[config.mk]
export PLATFORM = sky130hd
export DESIGN_NAME = lda_cmd_scheduler
export DESIGN_NICKNAME = d
export VERILOG_FILES = /design/src/rtl/lda_cmd_scheduler.sv
export SDC_FILE = /design/constraint.sdc
export NUM_CORES = 1
export LEC_CHECK = 0
export ABC_AREA = 1
export CORE_MARGIN = 5
export CORE_UTILIZATION = 45
export CTS_BUF_LIST = sky130_fd_sc_hd__clkbuf_4 sky130_fd_sc_hd__clkbuf_8
export CTS_CLUSTER_SIZE = 30
export DETAILED_ROUTE_END_ITERATION = 12
export DONT_BUFFER_PORTS = 1
export PLACE_DENSITY = 0.67
export SETUP_SLACK_MARGIN = 0.15
export SLEW_MARGIN = 20
export SYNTH_ARGS = -nofsm -noshare
export SYNTH_HDL_FRONTEND = slang
export SYNTH_SLANG_ARGS = --single-unit
[constraint.sdc]
create_clock -name clk -period 2.5 [get_ports clk]
set_input_delay 0.25 -clock clk [delete_from_list [all_inputs] [get_ports clk]]
set_output_delay 0.25 -clock clk [all_outputs]
set_load 0.01 [all_outputs]
[src/rtl/lda_cmd_scheduler.sv]
// Command scheduler: queues line/clear commands in a small FIFO and executes them in order,
// handing lines to the line datapath and sweeping the canvas itself for clears.
module lda_cmd_scheduler #(
    parameter int DEPTH = 4,
    parameter int W     = 336,
    parameter int H     = 210,
    parameter int XW    = 9,
    parameter int YW    = 8,
    parameter int CW    = 3
) (
    input  logic                   clk,
    input  logic                   reset,
    input  logic                   i_cmd_valid,
    output logic                   o_cmd_ready,
    input  logic                   i_cmd_clear,
    input  logic [XW-1:0]          i_cmd_x0,
    input  logic [XW-1:0]          i_cmd_x1,
    input  logic [YW-1:0]          i_cmd_y0,
    input  logic [YW-1:0]          i_cmd_y1,
    input  logic [CW-1:0]          i_cmd_color,
    output logic                   o_line_start,
    output logic [XW-1:0]          o_line_x0,
    output logic [XW-1:0]          o_line_x1,
    output logic [YW-1:0]          o_line_y0,
    output logic [YW-1:0]          o_line_y1,
    output logic [CW-1:0]          o_line_color,
    input  logic                   i_line_done,
    output logic                   o_pix_sel,
    output logic                   o_clr_plot,
    output logic [XW-1:0]          o_clr_x,
    output logic [YW-1:0]          o_clr_y,
    output logic [CW-1:0]          o_clr_color,
    output logic                   o_cmd_done,
    output logic                   o_busy,
    output logic [$clog2(DEPTH):0] o_count
);
    localparam int PW   = $clog2(DEPTH);
    localparam int CNTW = PW + 1;
    localparam int EW   = 1 + 2 * XW + 2 * YW + CW;
    localparam logic [CNTW-1:0] DEPTH_C = CNTW'(DEPTH);
    localparam logic [XW-1:0]   X_LAST  = XW'(W - 1);
    localparam logic [YW-1:0]   Y_LAST  = YW'(H - 1);

    typedef enum logic [2:0] {
        S_IDLE,
        S_DISPATCH,
        S_DRAW,
        S_CLEAR,
        S_FINISH
    } state_t;

    state_t state_reg, state_next;

    logic [EW-1:0]   mem [DEPTH];
    logic [PW-1:0]   wr_ptr_reg, rd_ptr_reg;
    logic [CNTW-1:0] count_reg;
    logic            push, pop;
    logic [EW-1:0]   head;

    logic            cur_clear_reg;
    logic [XW-1:0]   cur_x0_reg, cur_x1_reg;
    logic [YW-1:0]   cur_y0_reg, cur_y1_reg;
    logic [CW-1:0]   cur_color_reg;
    logic [XW-1:0]   sweep_x_reg;
    logic [YW-1:0]   sweep_y_reg;
    logic            sweep_last;

    // Ready looks only at the registered count, so a full FIFO refuses a push even while popping.
    assign o_cmd_ready = (count_reg < DEPTH_C);
    assign push        = i_cmd_valid & o_cmd_ready;
    assign pop         = (state_reg == S_IDLE) && (count_reg != '0);
    assign head        = mem[rd_ptr_reg];
    assign sweep_last  = (sweep_x_reg == X_LAST) && (sweep_y_reg == Y_LAST);

    always_ff @(posedge clk) begin
        if (push) begin
            mem[wr_ptr_reg] <= {i_cmd_clear, i_cmd_x0, i_cmd_y0, i_cmd_x1, i_cmd_y1, i_cmd_color};
        end
    end

    always_ff @(posedge clk or posedge reset) begin
        if (reset) begin
            wr_ptr_reg <= '0;
            rd_ptr_reg <= '0;
            count_reg  <= '0;
        end else begin
            if (push) wr_ptr_reg <= wr_ptr_reg + 1'b1;
            if (pop)  rd_ptr_reg <= rd_ptr_reg + 1'b1;
            case ({push, pop})
                2'b10:   count_reg <= count_reg + CNTW'(1);
                2'b01:   count_reg <= count_reg - CNTW'(1);
                default: count_reg <= count_reg;
            endcase
        end
    end

    always_ff @(posedge clk or posedge reset) begin
        if (reset) begin
            state_reg <= S_IDLE;
        end else begin
            state_reg <= state_next;
        end
    end

    always_comb begin
        state_next = state_reg;
        case (state_reg)
            S_IDLE:     if (count_reg != '0) state_next = S_DISPATCH;
            S_DISPATCH: state_next = cur_clear_reg ? S_CLEAR : S_DRAW;
            S_DRAW:     if (i_line_done) state_next = S_FINISH;
            S_CLEAR:    if (sweep_last) state_next = S_FINISH;
            S_FINISH:   state_next = S_IDLE;
            default:    state_next = S_IDLE;
        endcase
    end

    always_ff @(posedge clk or posedge reset) begin
        if (reset) begin
            cur_clear_reg <= 1'b0;
            cur_x0_reg    <= '0;
            cur_y0_reg    <= '0;
            cur_x1_reg    <= '0;
            cur_y1_reg    <= '0;
            cur_color_reg <= '0;
            sweep_x_reg   <= '0;
            sweep_y_reg   <= '0;
        end else begin
            if (pop) begin
                {cur_clear_reg, cur_x0_reg, cur_y0_reg, cur_x1_reg, cur_y1_reg, cur_color_reg} <= head;
            end
            if (state_reg == S_DISPATCH) begin
                sweep_x_reg <= '0;
                sweep_y_reg <= '0;
            end else if (state_reg == S_CLEAR) begin
                // Raster order, x fastest; the counter parks at (0,0) after the last plot.
                if (sweep_x_reg == X_LAST) begin
                    sweep_x_reg <= '0;
                    sweep_y_reg <= sweep_last ? '0 : sweep_y_reg + 1'b1;
                end else begin
                    sweep_x_reg <= sweep_x_reg + 1'b1;
                end
            end
        end
    end

    assign o_line_start = (state_reg == S_DISPATCH) && !cur_clear_reg;
    assign o_line_x0    = cur_x0_reg;
    assign o_line_x1    = cur_x1_reg;
    assign o_line_y0    = cur_y0_reg;
    assign o_line_y1    = cur_y1_reg;
    assign o_line_color = cur_color_reg;
    assign o_pix_sel    = (state_reg == S_CLEAR);
    assign o_clr_plot   = (state_reg == S_CLEAR);
    assign o_clr_x      = sweep_x_reg;
    assign o_clr_y      = sweep_y_reg;
    assign o_clr_color  = cur_color_reg;
    assign o_cmd_done   = (state_reg == S_FINISH);
    assign o_busy       = (state_reg != S_IDLE) || (count_reg != '0);
    assign o_count      = count_reg;

endmodule

# Word level (Yosys, flattened, before mapping)
# Memories as Yosys holds them, arrays and structs flattened. A register that Yosys moved wholly into a read port is not among the register bits.
# Index checks and enable logic that the tools add are counted.
word_totals:
  output_inout_bits: 66
  ram_bits: 152
  wordCells: 54
  regBits: 27
  input_bits: 42
  memories: 1
mem_list:
  columns: ["name", "depth", "width", "read_ports", "rd_clocked_by_memory_dff", "wr", "line", "source"]
  rows:
  - ["mem", 4, 38, 1, 1, 1, "54", "logic [EW-1:0] mem [DEPTH];"]
classes:
  n_lt_le_gt_ge: 1
  n_bitwise: 1
  eq_ne: 11
  n_reduce_logical: 13
  n_addsub: 6
  mux: 15
ops:
  columns: ["operator", "n"]
  rows:
  - ["2-to-1 mux 8 bit", 4]
  - ["2-to-1 mux 9 bit", 3]
  - ["case mux 3 bit (4 select lines)", 1]
  - ["adder 9 x 1 -> 9 bit (second input constant)", 1]
  - ["equality test 9 bit (second input constant)", 1]
  - ["2-to-1 mux 3 bit", 3]
  - ["adder 8 x 1 -> 8 bit (second input constant)", 1]
  - ["equality test 8 bit (second input constant)", 1]
  - ["equality test 3 x 2 -> 1 bit (second input constant)", 2]
  - ["case mux 3 bit (2 select lines)", 1]
  - ["nonzero test 2 bit", 3]
  - ["nonzero test 3 bit", 2]
  - ["adder 2 x 1 -> 2 bit (second input constant)", 2]
  - ["inequality test 2 x 1 -> 1 bit (second input constant)", 2]
  - ["adder 3 x 1 -> 3 bit (second input constant)", 1]
  - ["equality test 3 x 1 -> 1 bit (second input constant)", 1]
  - ["equality test 3 bit (second input constant)", 1]
  - ["logical AND 1 bit", 3]
  - ["logical NOT 3 bit", 1]
  - ["less-than comparator 3 bit (second input constant)", 1]
  - ["2-to-1 mux 1 bit", 3]
  - ["AND reduction 3 bit", 1]
  - ["subtractor 3 x 1 -> 3 bit (second input constant)", 1]
  - ["equality test 2 x 1 -> 1 bit (second input constant)", 1]
  - ["6 further kinds", 6]

# Logic depth before layout (Yosys ltp)
depth:
  depth_word: 6
  depth_mapped: 12
  depth_no_buf: 11

# Worst setup path before layout
# OpenSTA, ideal clock, no wires.
synth_timing:
  kind: "register to register"
  start: "reg count_reg[2], in the netlist o_count[2]"
  end: "mem mem[0][0] (netlist name), enable pin"
  stages_incl_launch_ff: 4
  path_buffers: 0
  slack_ps: -317
  period_less_slack_ps: 2817
  arrival_ps: 2383
  cell_sequence: "dfrtp_1 -> inv_1 -> nand2_1 -> nor2_1"
synth_via:
  elab_chain_cells: 4
synth_rtl:
  columns: ["item", "line", "source"]
  rows:
  - ["start, declared", "56", "logic [CNTW-1:0] count_reg;"]
  - ["start signal, assigned", "90", "2'b10: count_reg <= count_reg + CNTW'(1);"]
  - ["start signal, assigned", "91", "2'b01: count_reg <= count_reg - CNTW'(1);"]
  - ["start signal, assigned", "92", "default: count_reg <= count_reg;"]
  - ["less-than comparator 3 bit", "69", "assign o_cmd_ready = (count_reg < DEPTH_C);"]
  - ["net o_cmd_ready", "14", "output logic o_cmd_ready,"]
  - ["AND 1 bit", "70", "assign push = i_cmd_valid & o_cmd_ready;"]
  - ["2-to-1 mux 1 bit", "76", "if (push) begin"]
  - ["2-to-1 mux 1 bit (implied by the code)", "77", "mem[wr_ptr_reg] <= {i_cmd_clear, i_cmd_x0, i_cmd_y0, i_cmd_x1, i_cmd_y1, i_cmd_color};"]
  - ["end, declared", "54", null]
# The timed path passes the listed nets, and every way through them passes these cells.

# Worst setup path in the final report
layout_timing:
  start: "reg state_reg[2]"
  end: "out o_line_start"
layout_via:
  elab_chain_cells: 2
layout_rtl:
  columns: ["item", "line", "source"]
  rows:
  - ["start, declared", "52", "state_t state_reg, state_next;"]
  - ["start signal, assigned", "101", "state_reg <= state_next;"]
  - ["equality test 3 x 1 -> 1 bit", "146", "assign o_line_start = (state_reg == S_DISPATCH) && !cur_clear_reg;"]
  - ["logical AND 1 bit", "146", null]
  - ["end, declared", "21", "output logic o_line_start,"]
# No other way between the ends.

==> out/results.tsv <==
metric	value	unit
Post-Synthesis Cells	755	
Site Rows	51	
sequential area share after synthesis	70.14	%
clk slew on worst S/H paths	0.05	ns
synth unique cells	29	
R2R Path Start	state_reg[1]	
Largest register FFs	152	
EDFF count, synth	152	
final instance area	10260	um^2
share of the synthesized area in the top cell type	51.72	%
PwrDens	687.2	nW/um^2
chip width	150.0	um
clk_skew	0.01961	ns
CTS Root Cell	clkbuf_8	
worst endpoint required time	2.25	ns
layout cells sized above 1	13.06	%
TritonCTS Buffers	38	
CTS H-tree lvls	2	
met2 wire length	8797	um
DR top layer	met4	
nets	863	
Final GP Congestion	0.8115	
Hold Slack	0.1266	ns
leakage	3.910	nW
Final Critical Period	2.068	ns
IO Pins	108	
Synthesis Warnings	0	
syn_area_per_cell	11.69	um^2
wire per inst	16.39	um
Synth Register Bits	217	
Max Clock Freq	0.4835	GHz
DRT iter0 DRCs	267	
Synth area leaders	edfxtp_1 (52%), dfrtp_1 (18%), nor2_1 (9.6%)	
drt pass-1 iters	4	
Fin. Hold Viols	0	
Yosys top cell by area	edfxtp_1	
top_reg_cell synth	edfxtp_1	
Pint	0.005572	W
max_cap viols	0	
crit path from	state_reg[2]	
die area	22510	um^2
RSZ-0062 raised after global routing	no	
core area	19400	um^2
Slew @ Worst Pin	0.5987	ns
Combinational Power Share	1.5	%
syn_nets	806	
Biggest register	mem	
Layout Area Growth over Synthesis	16.20	%
initial core utilization	45.50	%
peak supply drop	0.5373	mV
die height	150.0	um
Final ANT Viol Nets	0	
CP Class	flip-flop to output pin	
top post-synthesis cells by count	nor2_1 (225), edfxtp_1 (152), o21ai_0 (86)	
vias in the first global route	5508	
Final Cycle Share	82.73	%
asr flop ratio synth	29.95	%
CTS sink cnt	217	
Clock Latency Late Sink	0.54	ns
first-pass GRT wire length	28960	um
number of antenna diodes	0	
metal3 WL	1591	um
Via-to-Cell Ratio	4.976	
outcome	complete, no violations	
setup violators final	0	
Arr. time, crit path	1.82	ns
Post-DP HPWL	10580	um
initial antenna violation count	0	
switching share of power	20.94	%
Crit Path Max Fanout	11	
DRC	0	
worst hold start	i_cmd_valid	
routed vias	5508	
Routed met1 length	7343	um
Syn Std Cell Area	8826	um^2
worst rel slew slack	60.09	%
Pins Over Slew Limit	0	
most numerous cell in the Yosys netlist	nor2_1	
Clk pwr share	43.8	%
cts repair resizes	0	
largest net degree at the start of global routing	53	
postcts setup bufs	0	
dpl cell area	9120	um^2
number of I/O port buffers	0	
type of the most critical hold path	primary input to flip-flop	
P_sw	0.001476	W
CTS Buffer Depth	3	
sequential share of power	54.7	%
CP endpoint kind	output pin	
CTS tree	built	
WL final	18150	um
grt ovf	0	
Global Route Usage Sum	16.51	%
startpoint types	flip-flop	
## placed cells by master (no fill, tap or decap), drive strengths merged
cell type	count
nand2	56
nor3	8
clkinvlp	3
clkinv	20
o21ai	89
nand3	17
ha	8
o31ai	1
dfrtp	65
xor2	6
a31oi	38
dlygate4sd3	40
inv	42
fa	1
xnor2	2
edfxtp	152
buf	16
clkbuf	46
nor2	226
a21oi	5
bufinv	1
## layer usage
layer	up-vias	GRT usage, %
met2	173	26.88
met4	0	5.901
li1	2701	-
met1	2595	20.87
met3	39	5.239
met5	-	0
## cell type report
type,instances,area [um^2]
Tap cell,265,331.6
Timing Repair Buffer,56,570.5
Sequential cell,217,6193
Fill cell,1694,9143
Clock buffer,46,583.1
Multi-Input combinational cell,457,2263
Inverter,42,161.4
Clock inverter,24,152.6
## power by group through the flow
stage                logic, W  registers (W)  clock network, W
global route         0.000115        0.00385           0.00337
detailed placement  0.0000294        0.00393                 0
CTS                  0.000104        0.00386           0.00320
finish               0.000103        0.00386           0.00309
floorplan           0.0000153        0.00393                 0
global placement    0.0000293        0.00393                 0
## final timing paths
kind                                  to  slack [ns]  cells past startpoint
setup / recovery            o_line_start        0.43                      5
setup reg to reg              o_count[2]        0.57                     11
min in group asynchronous   o_line_x1[3]        0.23                      2
hold / removal                o_count[0]        0.13                      3
hold reg to reg             o_line_y0[3]        0.56                      2
max in group asynchronous  rd_ptr_reg[1]        1.64                      3
## worst max-delay path, stage by stage, from the launching register on
cell	delay, ns
dfrtp_1	0.38
inv_1	0.09
nand2_1	0.25
nor2_1	0.16
inv_1	0.14
nor2_1	0.27
## metrics by stage
stage / instances / util [%] / setup TNS [ns] / power, W / worst slack (ns)
detailed placement: 997 / 47.01 / 0 / 0.003958 / 0.5629
global placement: 997 / 47.01 / 0 / 0.003958 / 0.5679
CTS: 1107 / 52.87 / 0 / 0.007156 / 0.3761
floorplan: 755 / - / -48.17 / 0.003944 / -0.3169
global route: 1107 / 52.87 / 0 / 0.007338 / 0.2853
finish: 1107 / 52.87 / 0 / 0.007048 / 0.4318
## cells by family after synthesis
logic type,synth area share (%)
adders and majority gates,1.361
and+or+nand+nor,13.58
xor gates and xnor gates,0.7939
AOI/OAI and AO/OA,9.569
buffers and inverters,4.551
DFF,70.14
## what timing repair did
action                     in CTS  in global routing
hold buffers                   40                  0
hold endpoints to repair      176                  0
setup endpoints to repair       0                  0
Note: power is estimated with default switching activity, not from simulation.
